`config.mk`:
```
export PLATFORM = sky130hd
export DESIGN_NAME = mac_hdr_parser_flat
export DESIGN_NICKNAME = d
export VERILOG_FILES = /design/src/rtl/mac_hdr_parser_if.sv /design/src/rtl/mac_hdr_parser.sv /design/src/flat_wrapper.sv
export SDC_FILE = /design/constraint.sdc
export NUM_CORES = 1
export LEC_CHECK = 0
export BUFFER_PORTS_ARGS = -buffer_cell sky130_fd_sc_hd__buf_4
export CORE_UTILIZATION = 55
export DETAILED_ROUTE_END_ITERATION = 8
export PLACE_DENSITY = 0.74
export SYNTH_ARGS = -nofsm -noshare
export SYNTH_HDL_FRONTEND = slang
export SYNTH_SLANG_ARGS = --single-unit
```
`constraint.sdc`:
```
create_clock -name iclk -period 9.5 [get_ports iclk]
set_input_delay 0.475 -clock iclk [delete_from_list [all_inputs] [get_ports iclk]]
set_output_delay 0.475 -clock iclk [all_outputs]
set_load 0.005 [all_outputs]
```
`src/rtl/mac_hdr_parser_if.sv`:
```
// rtl/mac_hdr_parser_if.sv - byte stream in, learn/lookup request out, for mac_hdr_parser
interface mac_hdr_parser_if #(
    parameter int pNUM_PORTS  = 4,
    parameter int pADDR_WIDTH = 14
);
    localparam int PW = (pNUM_PORTS > 1) ? $clog2(pNUM_PORTS) : 1;

    logic [PW-1:0]          ipnum;
    logic [7:0]             idata;
    logic                   ivalid;
    logic                   isof;
    logic                   ieof;
    logic                   iready;
    logic [pADDR_WIDTH-1:0] ida;
    logic [pADDR_WIDTH-1:0] isa;
    logic [PW-1:0]          opnum;
    logic                   owr_en;

    // master feeds bytes and accepts requests; slave is the parser
    modport master (
        output ipnum, idata, ivalid, isof, ieof, iready,
        input  ida, isa, opnum, owr_en
    );

    modport slave (
        input  ipnum, idata, ivalid, isof, ieof, iready,
        output ida, isa, opnum, owr_en
    );
endinterface

```
`src/rtl/mac_hdr_parser.sv`:
```
// rtl/mac_hdr_parser.sv - DA/SA capture, XOR-fold hash, one-deep learn/lookup request slot
// Optional: MAC_HDR_MCAST_FILTER_EN rejects headers whose SA has the group bit set.
module mac_hdr_parser #(
    parameter int pNUM_PORTS  = 4,
    parameter int pADDR_WIDTH = 14
) (
    input  logic              iclk,
    input  logic              irst,
    mac_hdr_parser_if.slave   bus,
    output logic              orunt,
    output logic              odrop
);
    localparam int PW = (pNUM_PORTS > 1) ? $clog2(pNUM_PORTS) : 1;

    typedef enum logic [1:0] {IDLE, HDR, SKIP} state_t;

    state_t                 state_q;
    logic [3:0]             cnt_q;
    logic [87:0]            hdr_q;
    logic [PW-1:0]          pnum_q;
    logic                   owr_en_q;
    logic [pADDR_WIDTH-1:0] ida_q;
    logic [pADDR_WIDTH-1:0] isa_q;
    logic [PW-1:0]          opnum_q;
    logic                   orunt_q;
    logic                   odrop_q;

    logic [95:0]            hdr_d;
    logic                   accept;
    logic                   sa_block;

    function automatic logic [pADDR_WIDTH-1:0] fold(input logic [47:0] m);
        logic [pADDR_WIDTH-1:0] r;
        r = '0;
        for (int i = 0; i < 48; i += pADDR_WIDTH)
            r = r ^ pADDR_WIDTH'(m >> i);
        return r;
    endfunction

    // Header as it stands once the current byte is included: DA in [95:48], SA in [47:0]
    assign hdr_d  = {hdr_q, bus.idata};
    assign accept = owr_en_q & bus.iready;

`ifdef MAC_HDR_MCAST_FILTER_EN
    assign sa_block = hdr_d[40];
`else
    assign sa_block = 1'b0;
`endif

    always_ff @(posedge iclk or posedge irst) begin
        if (irst) begin
            state_q  <= IDLE;
            cnt_q    <= '0;
            hdr_q    <= '0;
            pnum_q   <= '0;
            owr_en_q <= 1'b0;
            ida_q    <= '0;
            isa_q    <= '0;
            opnum_q  <= '0;
            orunt_q  <= 1'b0;
            odrop_q  <= 1'b0;
        end else begin
            orunt_q <= 1'b0;
            odrop_q <= 1'b0;
            if (accept)
                owr_en_q <= 1'b0;

            if (bus.ivalid) begin
                unique case (state_q)
                    IDLE: begin
                        if (bus.isof && !bus.ieof) begin
                            pnum_q  <= bus.ipnum;
                            cnt_q   <= 4'd1;
                            hdr_q   <= hdr_d[87:0];
                            state_q <= HDR;
                        end
                    end
                    HDR: begin
                        if (bus.isof) begin
                            orunt_q <= 1'b1;
                            if (bus.ieof) begin
                                state_q <= IDLE;
                            end else begin
                                pnum_q <= bus.ipnum;
                                cnt_q  <= 4'd1;
                                hdr_q  <= hdr_d[87:0];
                            end
                        end else if (cnt_q == 4'd11) begin
                            cnt_q   <= 4'd12;
                            state_q <= bus.ieof ? IDLE : SKIP;
                            // Slot may reload in the same cycle it is being accepted
                            if (sa_block || (owr_en_q && !accept)) begin
                                odrop_q <= 1'b1;
                            end else begin
                                owr_en_q <= 1'b1;
                                ida_q    <= fold(hdr_d[95:48]);
                                isa_q    <= fold(hdr_d[47:0]);
                                opnum_q  <= pnum_q;
                            end
                        end else if (bus.ieof) begin
                            orunt_q <= 1'b1;
                            state_q <= IDLE;
                        end else begin
                            cnt_q <= cnt_q + 4'd1;
                            hdr_q <= hdr_d[87:0];
                        end
                    end
                    SKIP: begin
                        if (bus.isof && !bus.ieof) begin
                            pnum_q  <= bus.ipnum;
                            cnt_q   <= 4'd1;
                            hdr_q   <= hdr_d[87:0];
                            state_q <= HDR;
                        end else if (bus.ieof) begin
                            state_q <= IDLE;
                        end
                    end
                    default: state_q <= IDLE;
                endcase
            end
        end
    end

    assign bus.owr_en = owr_en_q;
    assign bus.ida    = ida_q;
    assign bus.isa    = isa_q;
    assign bus.opnum  = opnum_q;
    assign orunt      = orunt_q;
    assign odrop      = odrop_q;
endmodule

```
`src/flat_wrapper.sv`:
```
// flat-port wrapper written by rule: the top's interface ports become plain ports
module mac_hdr_parser_flat 
#(
    parameter int pNUM_PORTS  = 4,
    parameter int pADDR_WIDTH = 14
)
  (iclk, irst, orunt, odrop, bus_ipnum, bus_idata, bus_ivalid, bus_isof, bus_ieof, bus_iready, bus_ida, bus_isa, bus_opnum, bus_owr_en);
  mac_hdr_parser_if #(.pNUM_PORTS(pNUM_PORTS), .pADDR_WIDTH(pADDR_WIDTH)) bus_i ();
  input  logic iclk;
  input  logic irst;
  output logic orunt;
  output logic odrop;
  input wire logic [$bits(bus_i.ipnum)-1:0] bus_ipnum;
  input wire logic [$bits(bus_i.idata)-1:0] bus_idata;
  input wire logic [$bits(bus_i.ivalid)-1:0] bus_ivalid;
  input wire logic [$bits(bus_i.isof)-1:0] bus_isof;
  input wire logic [$bits(bus_i.ieof)-1:0] bus_ieof;
  input wire logic [$bits(bus_i.iready)-1:0] bus_iready;
  output wire logic [$bits(bus_i.ida)-1:0] bus_ida;
  output wire logic [$bits(bus_i.isa)-1:0] bus_isa;
  output wire logic [$bits(bus_i.opnum)-1:0] bus_opnum;
  output wire logic [$bits(bus_i.owr_en)-1:0] bus_owr_en;
  assign bus_i.ipnum = bus_ipnum;
  assign bus_i.idata = bus_idata;
  assign bus_i.ivalid = bus_ivalid;
  assign bus_i.isof = bus_isof;
  assign bus_i.ieof = bus_ieof;
  assign bus_i.iready = bus_iready;
  assign bus_ida = bus_i.ida;
  assign bus_isa = bus_i.isa;
  assign bus_opnum = bus_i.opnum;
  assign bus_owr_en = bus_i.owr_en;
  mac_hdr_parser #(.pNUM_PORTS(pNUM_PORTS), .pADDR_WIDTH(pADDR_WIDTH)) u_core (.iclk(iclk), .irst(irst), .bus(bus_i), .orunt(orunt), .odrop(odrop));
endmodule
```
# After elaboration in Yosys (flattened, before gate mapping)
# Index checks and enable logic that the tools add are counted.
# totals
register_bits	129
in_bits	16
romBits	0
ram_bits	0
memories	0
latchBits	0
# op_classes
bitwise	9
addsub	1
mul	0
n_mux	38
div	0
n_eq_ne	10
n_lt_le_gt_ge	0
n_reduce_logical	12
shifts	0
# op_table
operator	n
88-bit two-way mux	4
88-bit one-hot mux with 2 select lines	1
14-bit XOR	4
14-bit by 6-bit XOR with 14-bit output	2
4-bit two-way mux	5
2-bit two-way mux	9
1-bit two-way mux	16
5-bit AND reduction	3
4-bit one-hot mux with 2 select lines	1
3-bit != test (second input constant)	2
2-bit one-hot mux with 3 select lines	1
4-bit by 1-bit adder with 4-bit output (second input constant)	1
4-bit equality test (second input constant)	1
2-bit by 1-bit != test with 1-bit output (second input constant)	2
2-bit != test (second input constant)	2
2-bit one-hot mux with 2 select lines	1
4-bit AND reduction	1
3-bit by 2-bit != test with 1-bit output (second input constant)	1
2-bit by 1-bit equality test with 1-bit output (second input constant)	1
2-bit equality test (second input constant)	1
1-bit logical AND	2
1-bit zero test	2
2-bit zero test	1
1-bit inverter	2
4 further kinds	4

# Logic depth before layout (Yosys ltp)
# logic_depth
ltp_word	8
depth_mapped	7

# Worst setup path after synthesis
# OpenSTA, ideal clock, no wires.
# synth_timing
kind	register to register
start	register u_core.cnt_q[0]
end	register u_core.hdr_q[0]
stages_incl_launch_ff	8
setup_time_ps	125
period_less_slack_ps	1757
path_slack_ps	7743
t_arrival_ps	1632
path_buffers	2
required_time_ps	9375
cell_sequence	dfrtp_1 -> ha_1 -> nand3b_1 -> a21oi_2 -> nor2_4 -> buf_6 -> buf_6 -> mux2_4
# synth_via
elab_chain_len	3
# synth_rtl
item	line	source
start: declaration	mac_hdr_parser.sv:18	logic [3:0] cnt_q;
start signal: assignment	mac_hdr_parser.sv:104	cnt_q <= cnt_q + 4'd1;
4-bit equality test	mac_hdr_parser.sv:88	end else if (cnt_q == 4'd11) begin
3-bit != test (no line)	-	
4-bit AND reduction (no line)	-	
end signal: assignment	mac_hdr_parser.sv:86	hdr_q <= hdr_d[87:0];
end signal: assignment	mac_hdr_parser.sv:105	hdr_q <= hdr_d[87:0];
end signal: assignment	mac_hdr_parser.sv:112	hdr_q <= hdr_d[87:0];
end: declaration	mac_hdr_parser.sv:19	logic [87:0] hdr_q;
# No other way between the ends.
# A chain may end at the register's enable or synchronous reset.

# Final worst setup path
# layout_timing
start	register u_core.cnt_q[0]
end	register u_core.hdr_q[16]
# The elaborated chain is that of the path after synthesis.

==> impl_results.md <==
- WS Path Type: register to register
- Minimum clock period: 2558 ps
- Total CTS buffers: 17
- WP data required: 9890 ps
- Period utilization: 26.93%
- Core area: 9819 um^2
- Initial antenna violation count: 0
- Pwr/cell area: 309.6 nW/um^2
- First-pass GRT wire length: 15.35 mm
- Fraction of the yosys area taken by sequential cells: 57.71%
- Hold_buf cts: 0
- Chip height: 102.9 um
- Distinct cells, synth: 34
- Synth top area share: 57.71%
- GRT Total Usage: 19.63%
- Number of diodes: 0
- Max-slew violations: 0
- Die footprint: 10580 um^2
- Net Count, Synth: 404
- Worst Path Max Fanout: 89
- Congestion Overflow GR: 0
- Fin Hold WS: 82.55 ps
- HP Class: input port to asynchronous set/reset pin
- Worst-Skew Late Latency: 510 ps
- Maximum vdd drop: 203.8 uV
- CP Capture Type: register
- HPWL Detailed: 5.655 mm
- Worst slew pin tran: 1143 ps
- TNS Setup: 0 ps
- Worst EP arrival: 2950 ps
- Drc violations: 0
- Largest net degree at the start of global routing: 90
- Crit path launch type: register
- Fin. Hold Viols: 0
- DR vias/cell: 5.229
- Max-capacitance violation count: 0
- Initial DRC count: 54
- Synth Instances: 387
- Clk slew on worst S/H paths: 60 ps
- Layout Nets: 460
- Top cells by area, synth: dfrtp_1 (58%), mux2_2 (20%), xnor2_1 (11%)
- Main synth FF type: dfrtp_1
- Post-DRT Antenna Nets: 0
- Clock Skew: 5.221 ps
- Post-Syn Area: 5594 um^2
- CTS tree: yes
- Final Non-Filler Cells: 589
- TritonCTS Sinks: 129
- CTS H-tree lvls: 4
- Pleak: 3.044 nW
- Endpoints failing setup: 0
- PostCTS Resize Cnt: 0
- Port Buffers: 48
- Number of synthesized flops with an enable pin: 0
- Root Driver: clkbuf_8
- Commonest cells after routing, fill and taps aside: dfrtp_1 (129), mux2_2 (99), xnor2_1 (68), buf_4 (51)
- Postcts setup bufs: 0
- Area delta synth->final: 19.93%
- Max Fclk: 390.9 MHz
- Share of post-route cells with drive strength above 1: 43.64%
- Core Rows: 36
- Pre-antenna DRT Iters: 4
- Number of global-route vias before repair: 3152
- WL/cell: 15.26 um
- Worst rel slew slack: 23.83%
- Mean post-synth cell area: 14.46 um^2
- CTS max path bufs: 2
- Yosys warning count: 0
- Vias: 3080
- I/O Pins: 49
- Synth area leader: dfrtp_1
- Synth Register Bits: 129
- Status: completed
- DIE WIDTH: 102.9 um
- RSZ-0062 raised after global routing: false
- WL final: 8.986 mm
- Placer Congestion: 0.7453
- Commonest non-fill, non-tap cell in the layout: dfrtp_1
- Placed Cells: 557
- Post-synth ARST share: 100.0%
- Final Util: 68.32%
- Initial Utilization: 56.97%
## critical path, cell delays in order, from the launching register on
cell      delay, ps
dfrtp_1         420
ha_1            290
nand3b_1        200
a21oi_2         100
nor2_4           90
buf_4           820
mux2_2          430
## kinds of logic after synthesis
logic type | Yosys count | synth area share, %
XOR/XNOR | 68 | 10.65
AND/OR/NAND/NOR | 36 | 4.071
adder cells (fa/ha/maj) | 1 | 0.2236
buffers and inverters | 17 | 1.812
flip-flops | 129 | 57.71
AO/OA/AOI/OAI | 26 | 2.841
multiplexers | 110 | 22.70
## per-layer routing
layer,track usage (%),wire (um),up-vias
met3,5.831,292,12
met5,0,0,-
met4,7.909,112,0
met1,25.69,4126,1559
met2,30.92,4455,64
li1,-,-,1445
## state kept, by name (all words and copies together) (netlist names)
signal / flops
u_core.hdr_q: 88
u_core.bus.ida: 14
u_core.bus.isa: 14
u_core.cnt_q: 4
u_core.bus.opnum: 2
u_core.pnum_q: 2
u_core.state_q: 2
u_core.bus.owr_en: 1
u_core.odrop: 1
u_core.orunt: 1
## metrics by stage
step	worst slack (ps)	power [mW]	instance area, um^2
final	6942	2.077	6709
after global routing	6818	2.195	6709
after CTS	6976	2.105	6709
after detailed placement	6990	1.384	6056
after global placement	7025	1.365	6056
after floorplan	5584	1.274	5594
## synth_stat cells (2+ instances only)
cell type / count
buf_2: 9
inv_1: 3
nor3_1: 2
a21oi_1: 16
mux2_4: 9
nor2b_1: 3
buf_4: 3
xnor2_1: 68
mux2_2: 99
a21o_1: 2
o21ai_0: 2
or3b_2: 2
buf_6: 2
mux2i_1: 2
nand2_1: 4
dfrtp_1: 129
nand2b_1: 2
nor2_1: 14
## worst paths after layout
kind                       cells past startpoint        startpoint             endpoint  slack [ps]
max                                            6   u_core.cnt_q[0]     u_core.hdr_q[16]        6940
min                                            2              irst   u_core.bus.ida[10]          80
max reg2reg                                    6   u_core.cnt_q[0]     u_core.hdr_q[16]        6940
min reg2reg                                    1  u_core.pnum_q[0]  u_core.bus.opnum[0]         500
max in group asynchronous                      3              irst     u_core.hdr_q[28]        8070
min in group iclk                              2      bus_ipnum[0]     u_core.pnum_q[0]         200
## report_power, final
part / internal, mW / switching, mW
registers: 0.715 / 0.156
logic: 0.324 / 0.178
clock network: 0.480 / 0.223
## final cells by class
class	count	area [um^2]
fillers	710	3110
inverters	3	13.76
flip-flops and latches	129	3228
clock inverters	9	176.4
well taps	133	166.4
multi-input cells	241	2265
clock buffers	23	476.7
repair buffers	51	382.9
Note: power is estimated with default switching activity, not from simulation.
